===== config.mk =====
export PLATFORM = sky130hd
export DESIGN_NAME = count_7seg_display
export DESIGN_NICKNAME = d
export VERILOG_FILES = /design/src/rtl/count_7seg_display.sv
export SDC_FILE = /design/constraint.sdc
export NUM_CORES = 1
export LEC_CHECK = 0
export CORE_MARGIN = 1.5
export CORE_UTILIZATION = 55
export DETAILED_ROUTE_END_ITERATION = 16
export MAX_ROUTING_LAYER = met4
export PLACE_DENSITY_LB_ADDON = 0.3
export SLEW_MARGIN = 15
export SYNTH_ARGS = -nofsm -noshare
export SYNTH_HDL_FRONTEND = slang
export SYNTH_SLANG_ARGS = --single-unit

===== constraint.sdc =====
create_clock -name clk -period 6.3 [get_ports clk]
set_input_delay 1.89 -clock clk [delete_from_list [all_inputs] [get_ports clk]]
set_output_delay 1.89 -clock clk [all_outputs]
set_load 0.005 [all_outputs]

===== src/rtl/count_7seg_display.sv =====
// Purpose: binary-to-BCD converter (sequential double-dabble) driving a muxed 3-digit 7-seg display.
// Latency: 9 cycles from a count change seen in IDLE to bcd_valid/bcd; display is combinational from bcd.
// Backpressure: none; count changes during a conversion are ignored and picked up afterwards.
//
// Ports:
//   clk        block clock (same domain as the counter driving count)
//   rst        synchronous, active-low reset
//   count      8-bit unsigned value to display
//   bcd        last converted value {hundreds, tens, ones}
//   bcd_valid  one-cycle pulse when bcd is updated
//   seg        segments {g,f,e,d,c,b,a}, polarity set by COMMON_ANODE
//   dp         decimal point, always off
//   an         one-hot digit enables [0] ones, [1] tens, [2] hundreds
module count_7seg_display #(
  parameter logic [15:0] REFRESH_DIV  = 16'd1,
  parameter bit          COMMON_ANODE = 1'b1
) (
  input  logic        clk,
  input  logic        rst,
  input  logic [7:0]  count,
  output logic [11:0] bcd,
  output logic        bcd_valid,
  output logic [6:0]  seg,
  output logic        dp,
  output logic [2:0]  an
);

  typedef enum logic {IDLE, CONV} state_t;

  state_t      state, state_next;
  logic [7:0]  shown_bin;
  logic [7:0]  src;
  logic [19:0] shift;
  logic [19:0] shift_adj;
  logic [19:0] shift_next;
  logic [2:0]  iter;
  logic        load;
  logic        done;
  logic [15:0] prescale;
  logic [1:0]  digit;

  function automatic logic [3:0] add3(input logic [3:0] n);
    return (n >= 4'd5) ? n + 4'd3 : n;
  endfunction

  // One double-dabble step: correct each BCD nibble, then shift in the next binary bit.
  always_comb begin
    shift_adj  = {add3(shift[19:16]), add3(shift[15:12]), add3(shift[11:8]), shift[7:0]};
    shift_next = {shift_adj[18:0], 1'b0};
  end

  // Converter FSM: state register
  always_ff @(posedge clk) begin
    if (!rst) state <= IDLE;
    else      state <= state_next;
  end

  // Converter FSM: next state and control strobes
  always_comb begin
    state_next = state;
    load       = 1'b0;
    done       = 1'b0;
    case (state)
      IDLE: begin
        if (count != shown_bin) begin
          load       = 1'b1;
          state_next = CONV;
        end
      end
      CONV: begin
        if (iter == 3'd7) begin
          done       = 1'b1;
          state_next = IDLE;
        end
      end
      default: state_next = IDLE;
    endcase
  end

  // Converter datapath. src holds the value being converted so shown_bin
  // reflects what was actually converted, not what count is now.
  always_ff @(posedge clk) begin
    if (!rst) begin
      shown_bin <= 8'd0;
      src       <= 8'd0;
      shift     <= 20'd0;
      iter      <= 3'd0;
      bcd       <= 12'd0;
      bcd_valid <= 1'b0;
    end else begin
      bcd_valid <= done;
      if (load) begin
        src   <= count;
        shift <= {12'b0, count};
        iter  <= 3'd0;
      end else if (state == CONV) begin
        shift <= shift_next;
        iter  <= iter + 3'd1;
      end
      if (done) begin
        bcd       <= shift_next[19:8];
        shown_bin <= src;
      end
    end
  end

  // Display refresh: prescaler wraps every REFRESH_DIV cycles and advances the digit.
  always_ff @(posedge clk) begin
    if (!rst) begin
      prescale <= 16'd0;
      digit    <= 2'd0;
    end else if (prescale == REFRESH_DIV - 16'd1) begin
      prescale <= 16'd0;
      digit    <= (digit == 2'd2) ? 2'd0 : digit + 2'd1;
    end else begin
      prescale <= prescale + 16'd1;
    end
  end

  logic [3:0] nib;
  logic       blank;
  logic [2:0] an_hi;
  logic [6:0] seg_hi;

  // Digit select and leading-zero blanking; a blank digit keeps its anode enabled.
  always_comb begin
    nib   = 4'd0;
    blank = 1'b1;
    an_hi = 3'b000;
    case (digit)
      2'd0: begin
        nib   = bcd[3:0];
        blank = 1'b0;
        an_hi = 3'b001;
      end
      2'd1: begin
        nib   = bcd[7:4];
        blank = (bcd[11:8] == 4'd0) && (bcd[7:4] == 4'd0);
        an_hi = 3'b010;
      end
      2'd2: begin
        nib   = bcd[11:8];
        blank = (bcd[11:8] == 4'd0);
        an_hi = 3'b100;
      end
      default: begin
        nib   = 4'd0;
        blank = 1'b1;
        an_hi = 3'b000;
      end
    endcase
  end

  // Active-high segment decode; nibbles 10..15 never occur and decode blank.
  always_comb begin
    seg_hi = 7'b0000000;
    if (!blank) begin
      case (nib)
        4'd0:    seg_hi = 7'b0111111;
        4'd1:    seg_hi = 7'b0000110;
        4'd2:    seg_hi = 7'b1011011;
        4'd3:    seg_hi = 7'b1001111;
        4'd4:    seg_hi = 7'b1100110;
        4'd5:    seg_hi = 7'b1101101;
        4'd6:    seg_hi = 7'b1111101;
        4'd7:    seg_hi = 7'b0000111;
        4'd8:    seg_hi = 7'b1111111;
        4'd9:    seg_hi = 7'b1101111;
        default: seg_hi = 7'b0000000;
      endcase
    end
  end

  always_comb begin
    seg = COMMON_ANODE ? ~seg_hi : seg_hi;
    an  = COMMON_ANODE ? ~an_hi  : an_hi;
    dp  = COMMON_ANODE ? 1'b1    : 1'b0;
  end

endmodule

Yosys cells after proc, flatten, opt, wreduce, memory -nomap -nowiden
Memories as Yosys holds them, arrays and structs flattened.
Cells that the tools add are included.
Widths: inputs -> output; s select.

cells by class
  reductions and logical operators = 8
  eq/ne operators = 4
  bitwise logic cells = 4
  order comparisons = 3
  add/subtract/negate cells = 6
  mux-type cells = 16

operators with widths
  operator               count
  $add 16x1->16 const B  1
  $logic_not 16->1       1
  $mux 8                 2
  $ge 4x3->1 const B     3
  $pmux 4 s3             1
  $pmux 3 s3             1
  $add 4x2->4 const B    2
  $logic_not 4->1        2
  $mux 4                 2
  $ne 8x8->1             1
  $mux 7                 1
  $not 7->7              1
  $mux 1                 5
  $reduce_or 2->1        2
  $add 3x1->3 const B    1
  $add 3x2->3 const B    1
  $eq 3x3->1 const B     1
  $mux 3                 1
  $not 3->3              1
  $pmux 1 s3             1
  $add 2x1->2 const B    1
  $eq 2x1->1 const B     1
  $eq 2x2->1 const B     1
  $logic_not 2->1        1
  other kinds (5)        6

word-level totals
  logic and storage cells = 52
  flip-flop bits (word level) = 71
  memory bits (read-only) = 112
  memories = 1

memories
  name             words  bits a word  rd ports  clocked after Yosys merged registers in  write ports  line  text
  (no name shown)  16     7            1         0                                        0            158   case (nib)

Depth between registers and ports, before layout
  depth in word-level cells = 5
  depth in mapped cells = 8
  gate-level depth less buffers = 7

Worst setup path before layout
Ideal clock, no wire load.

  path kind = register to output
  from = register digit[1]
  to = output seg[3]
  cell stages (with the launch flop) = 9
  data arrival time = 1511 ps
  data required time = 4410 ps
  setup slack = 2899 ps
  path through = dfxtp_1 -> buf_6 -> nand2_2 -> o22ai_2 -> inv_1 -> ha_1 -> inv_1 -> mux2i_1 -> o21ai_1

between the ends
  word-level cells in the longest chain between the ends = 5

ends and longest elaborated chain
  item                                      line  text
  from (decl)                               40    logic [1:0] digit;
  from (signal assigned)                    114   digit <= (digit == 2'd2) ? 2'd0 : digit + 2'd1;
  $eq 2x2->1, or another cell as far along  130   case (digit)
  $pmux 4 s3                                130
  $mem_v2 16x7                              n/a
  $mux 7 *                                  157   if (!blank) begin
  $not 7->7 *                               175   seg = COMMON_ANODE ? ~seg_hi : seg_hi;
  to (decl)                                 23    output logic [6:0] seg,

Mark *: on every way between the ends. The rest lies on a longest branch, timed or not.

Worst setup path after layout
  from = register digit[0]
  to = output seg[3]

Same word-level chain as after synthesis.

==> results.md <==
Outcome:
- The flow ran to the end, and the final reports show no timing, DRC or antenna violations.

Critical path:
- The data required time at the worst endpoint is 4410 ps.
- The critical path contains buffers and inverters numbering 3 combined.
- The slowest stage of the critical path belongs to the cell dfxtp_1.
- The arrival time at the worst endpoint is 2690 ps.
- The largest fanout on the critical path is 14.
- The startpoint class of the critical path is a flop.
- The maximum cell stage delay along the critical path is 730 ps.
- The cell family contributing the most delay on the critical path is flip-flops.
- STA classifies the critical path endpoint as an output pin.
- Walking the worst path, the cells encountered are mux2i_1, o22ai_2, inv_1, ha_1, inv_1, mux2i_1, o21ai_1, clkdlybuf4s50_1.
- The critical path in this run is classified as reg2out.

Place:
- Detailed placement ended at an HPWL of 4435 um.
- Including well taps, the total number of placed cells is 458.
- The count of buffers inserted at the top-level ports is 32.
- The weighted congestion reported at the end of routability-driven placement is 0.8530.

Final layout:
- Fill cells in the final layout number 503.
- The area growth from synthesis to final layout is 15.16%.
- In the layout the commonest cells are dfxtp_1 (71), mux2i_1 (34), nor2_1 (34), nand2_1 (32), clkdlybuf4s50_1 (32).
- For this run, the post-layout net count is 419.
- The non-filler instance count after layout is 474.
- The ratio of cells with drive above 1 in the final layout is 7.018%.
- The antenna cell count is 0.
- Leaving out fill and tap cells, the most frequent cell in the layout is dfxtp_1.

Power:
- The leakage power summed over all cells is 1.457 nW.
- The worst voltage drop across the vdd grid is 0.2077 mV.
- The ratio of total power to cell area is 225.5 nW/um^2.

Worst hold path:
- The worst hold path belongs to the class reg2reg.

Synthesis:
- The number of flip-flops and latches in the synthesized netlist is 71.
- Summing the areas of all fa, ha and maj instances in the mapped netlist gives 5.533% of the synthesized area.
- The fraction of the mapped netlist area in compound gates is 14.24%.
- The combinational family with the most area after synthesis is simple AND/OR/NAND/NOR gates.
- The predominant post-synthesis flop cell is dfxtp_1.
- The average cell area after synthesis is 9.268 um^2.
- The synthesized netlist devotes 6.713% of its cell area to XOR and XNOR gates.
- Counting every net in the synthesized netlist gives 391.
- The number of enable flip-flop cells after synthesis is 0.
- The number of different library cells in the post-synthesis netlist is 44.
- The post-synthesis instance area is 3392 um^2.
- The proportion of synthesized chip area in sequential cells is 41.90%.
- Synthesis handed over a netlist of 366 instances.
- Yosys printed 0 warnings.
- The async set-reset flop share out of synthesis is 0%.
- The multiplexer share of the synthesized area is 10.37%.
- The simple-gate share of the synthesized area is 16.41%.

Floorplanning:
- After floorplanning, the core was sized to cover 5921 um^2.
- The die is 81.53 um tall.
- The die span in x is 81.53 um.
- The floorplan step defined a die boundary enclosing 6647 um^2.
- The count of boundary I/O pins is 34.
- The initial utilization of the core area, before any placement, comes to 57.29%.
- The floorplan has 28 rows.

Routing:
- Detailed routing inserted a total of 2556 vias.
- The first routing iteration left 86 violations.
- After detailed routing, the total wire length is 6306 um.
- The count of nets left with antenna violations once routing finished came out at 0.
- The via count normalized by instance count is 5.392.
- The post-detailed-route wirelength per cell is 13.30 um.
- The first detailed-routing pass took 4 iterations.
- The DRC violations left is 0.

STA:
- The final hold violation count came to 0.
- The achievable frequency is 0.2182 GHz.
- The max-slew headroom at the worst pin is 26.01%.
- The slew at the pin closest to its max-slew limit is 1108 ps.
- The part of the cycle the worst path needs is 72.75%.
- Setup repair after global routing left no endpoint under its margin.
- The summed negative setup slack over all endpoints is 0 ps.
- The number of setup violations in the final report is 0.
- The smallest clock period supported by the final layout is computed as 4583 ps.
- The setup clock skew after layout is 8.550 ps.
- The max-slew violation count came to 0.

Global routing:
- The total global routing track utilization is 21.97%.
- The initial antenna violation count is 0.
- For this run the aggregate overflow at the end of global routing stands at 0.
- The via count of the first global-routing pass is 2340.
- Entering global routing, the biggest net connects 32 pins.
- The first-pass GRT wire length is 10750 um.

Clock network:
- The clock transition at the register clock pins on the worst setup and hold paths after CTS is 70 ps.
- The number of H-tree levels is 3.
- At the later pin of the worst-skew pair, clock insertion delay measures 350 ps.
- The count of buffers added by post-CTS timing repair for setup is 0.
- TritonCTS built the clock tree.
- The master cell of the clock root buffer is clkbuf_8.
- The longest clock path from root to sink contains 2 buffers.
- The post-cts resize count is 0.
- TritonCTS created 9 clock buffers.
- The CTS sink count is 71.
- For this design, the CTS-stage hold fixing added 0 buffers.

Job:
- The number of violations of the max-capacitance limit is 0.
routing by layer:
layer / track usage, % / share of wire, % / up-vias
li1: - / - / 1319
met1: 27.34 / 49 / 1185
met2: 33.72 / 47 / 43
met3: 6.778 / 3.3 / 9
met4: 7.586 / 1.5 / 0
met5: - / 0 / -
worst paths after layout:
path	startpoint	to	slack [ps]	depth (start not counted)
hold reg to reg	src[3]	src[3]	460	2
hold / removal	src[3]	src[3]	460	2
setup / recovery	digit[0]	seg[3]	1720	8
setup reg to reg	state	shown_bin[1]	4070	3
kinds of logic (layout without fill, tap and decap cells):
logic type	after synthesis	count (layout)
compound gates	72	72
xor+xnor	26	26
fa+ha+maj	15	15
buf+inv	32	65
flops	71	71
mux	35	35
other cells	1	1
simple gates	114	114
registers in the layout, summed over array words and instances (netlist names):
| name | count |
|---|---|
| iter | 3 |
| prescale | 16 |
| shown_bin | 8 |
| src | 8 |
| digit | 2 |
| state | 1 |
| shift | 20 |
| bcd | 12 |
| bcd_valid | 1 |
through the flow:
step	instance area, um^2	worst slack (ps)	hold slack (ps)	total power [W]	util [%]
after CTS	3906	1696	464.8	0.0008891	65.98
after detailed placement	3717	2070	448.9	0.0005438	62.79
final	3906	1717	463.9	0.0008808	65.98
after global routing	3906	1532	484.5	0.0009214	65.98
after global placement	3717	2085	441.7	0.0005423	62.79
after floorplan	3392	2899	429.6	0.0005178	-
synth_stat cells, types with 3 or more instances:
master / instances / area, um^2
a211oi_1: 3 / 22.52
a21oi_1: 22 / 110.1
a22o_1: 15 / 131.4
and3_1: 4 / 25.02
buf_2: 8 / 40.04
buf_6: 3 / 33.78
clkbuf_1: 4 / 15.01
dfxtp_1: 71 / 1421
ha_1: 15 / 187.7
inv_1: 15 / 56.30
mux2i_1: 34 / 340.3
nand2_1: 32 / 120.1
nand2_2: 3 / 18.77
nand2b_1: 4 / 25.02
nand3_1: 10 / 50.05
nand4_1: 6 / 37.54
nor2_1: 34 / 127.6
nor3b_1: 5 / 37.54
nor4_1: 4 / 25.02
o21ai_0: 17 / 85.08
o21ai_1: 4 / 20.02
xnor2_1: 16 / 140.1
xor2_1: 10 / 87.58
power by group:
part / switching (W) / total [W] / leakage (nW) / internal, W
logic: 0.0000278 / 0.0000624 / 0.784 / 0.0000346
clock network: 0.000166 / 0.000347 / 0.0960 / 0.000181
registers: 0.0000134 / 0.000471 / 0.577 / 0.000458
total: 0.000207 / 0.000881 / 1.46 / 0.000674
worst reg2reg max path, delay by kind of cell (launching register included):
family,cells,cell delay (ps)
AO/OA/AOI/OAI,1,210
flip-flops,1,1060
buffers and inverters,1,520
AND/OR/NAND/NOR,1,400
layout make-up:
class / count / area (um^2) / share of cell area, %
clock buffers: 10 / 127.6 / 3.267
clock inverters: 6 / 61.31 / 1.570
well taps: 75 / 93.84 / 2.402
multi-input cells: 263 / 1810 / 46.35
inverters: 15 / 56.30 / 1.441
repair buffers: 34 / 335.3 / 8.584
flip-flops and latches: 71 / 1421 / 36.39
(Power assumes the default switching activity.)
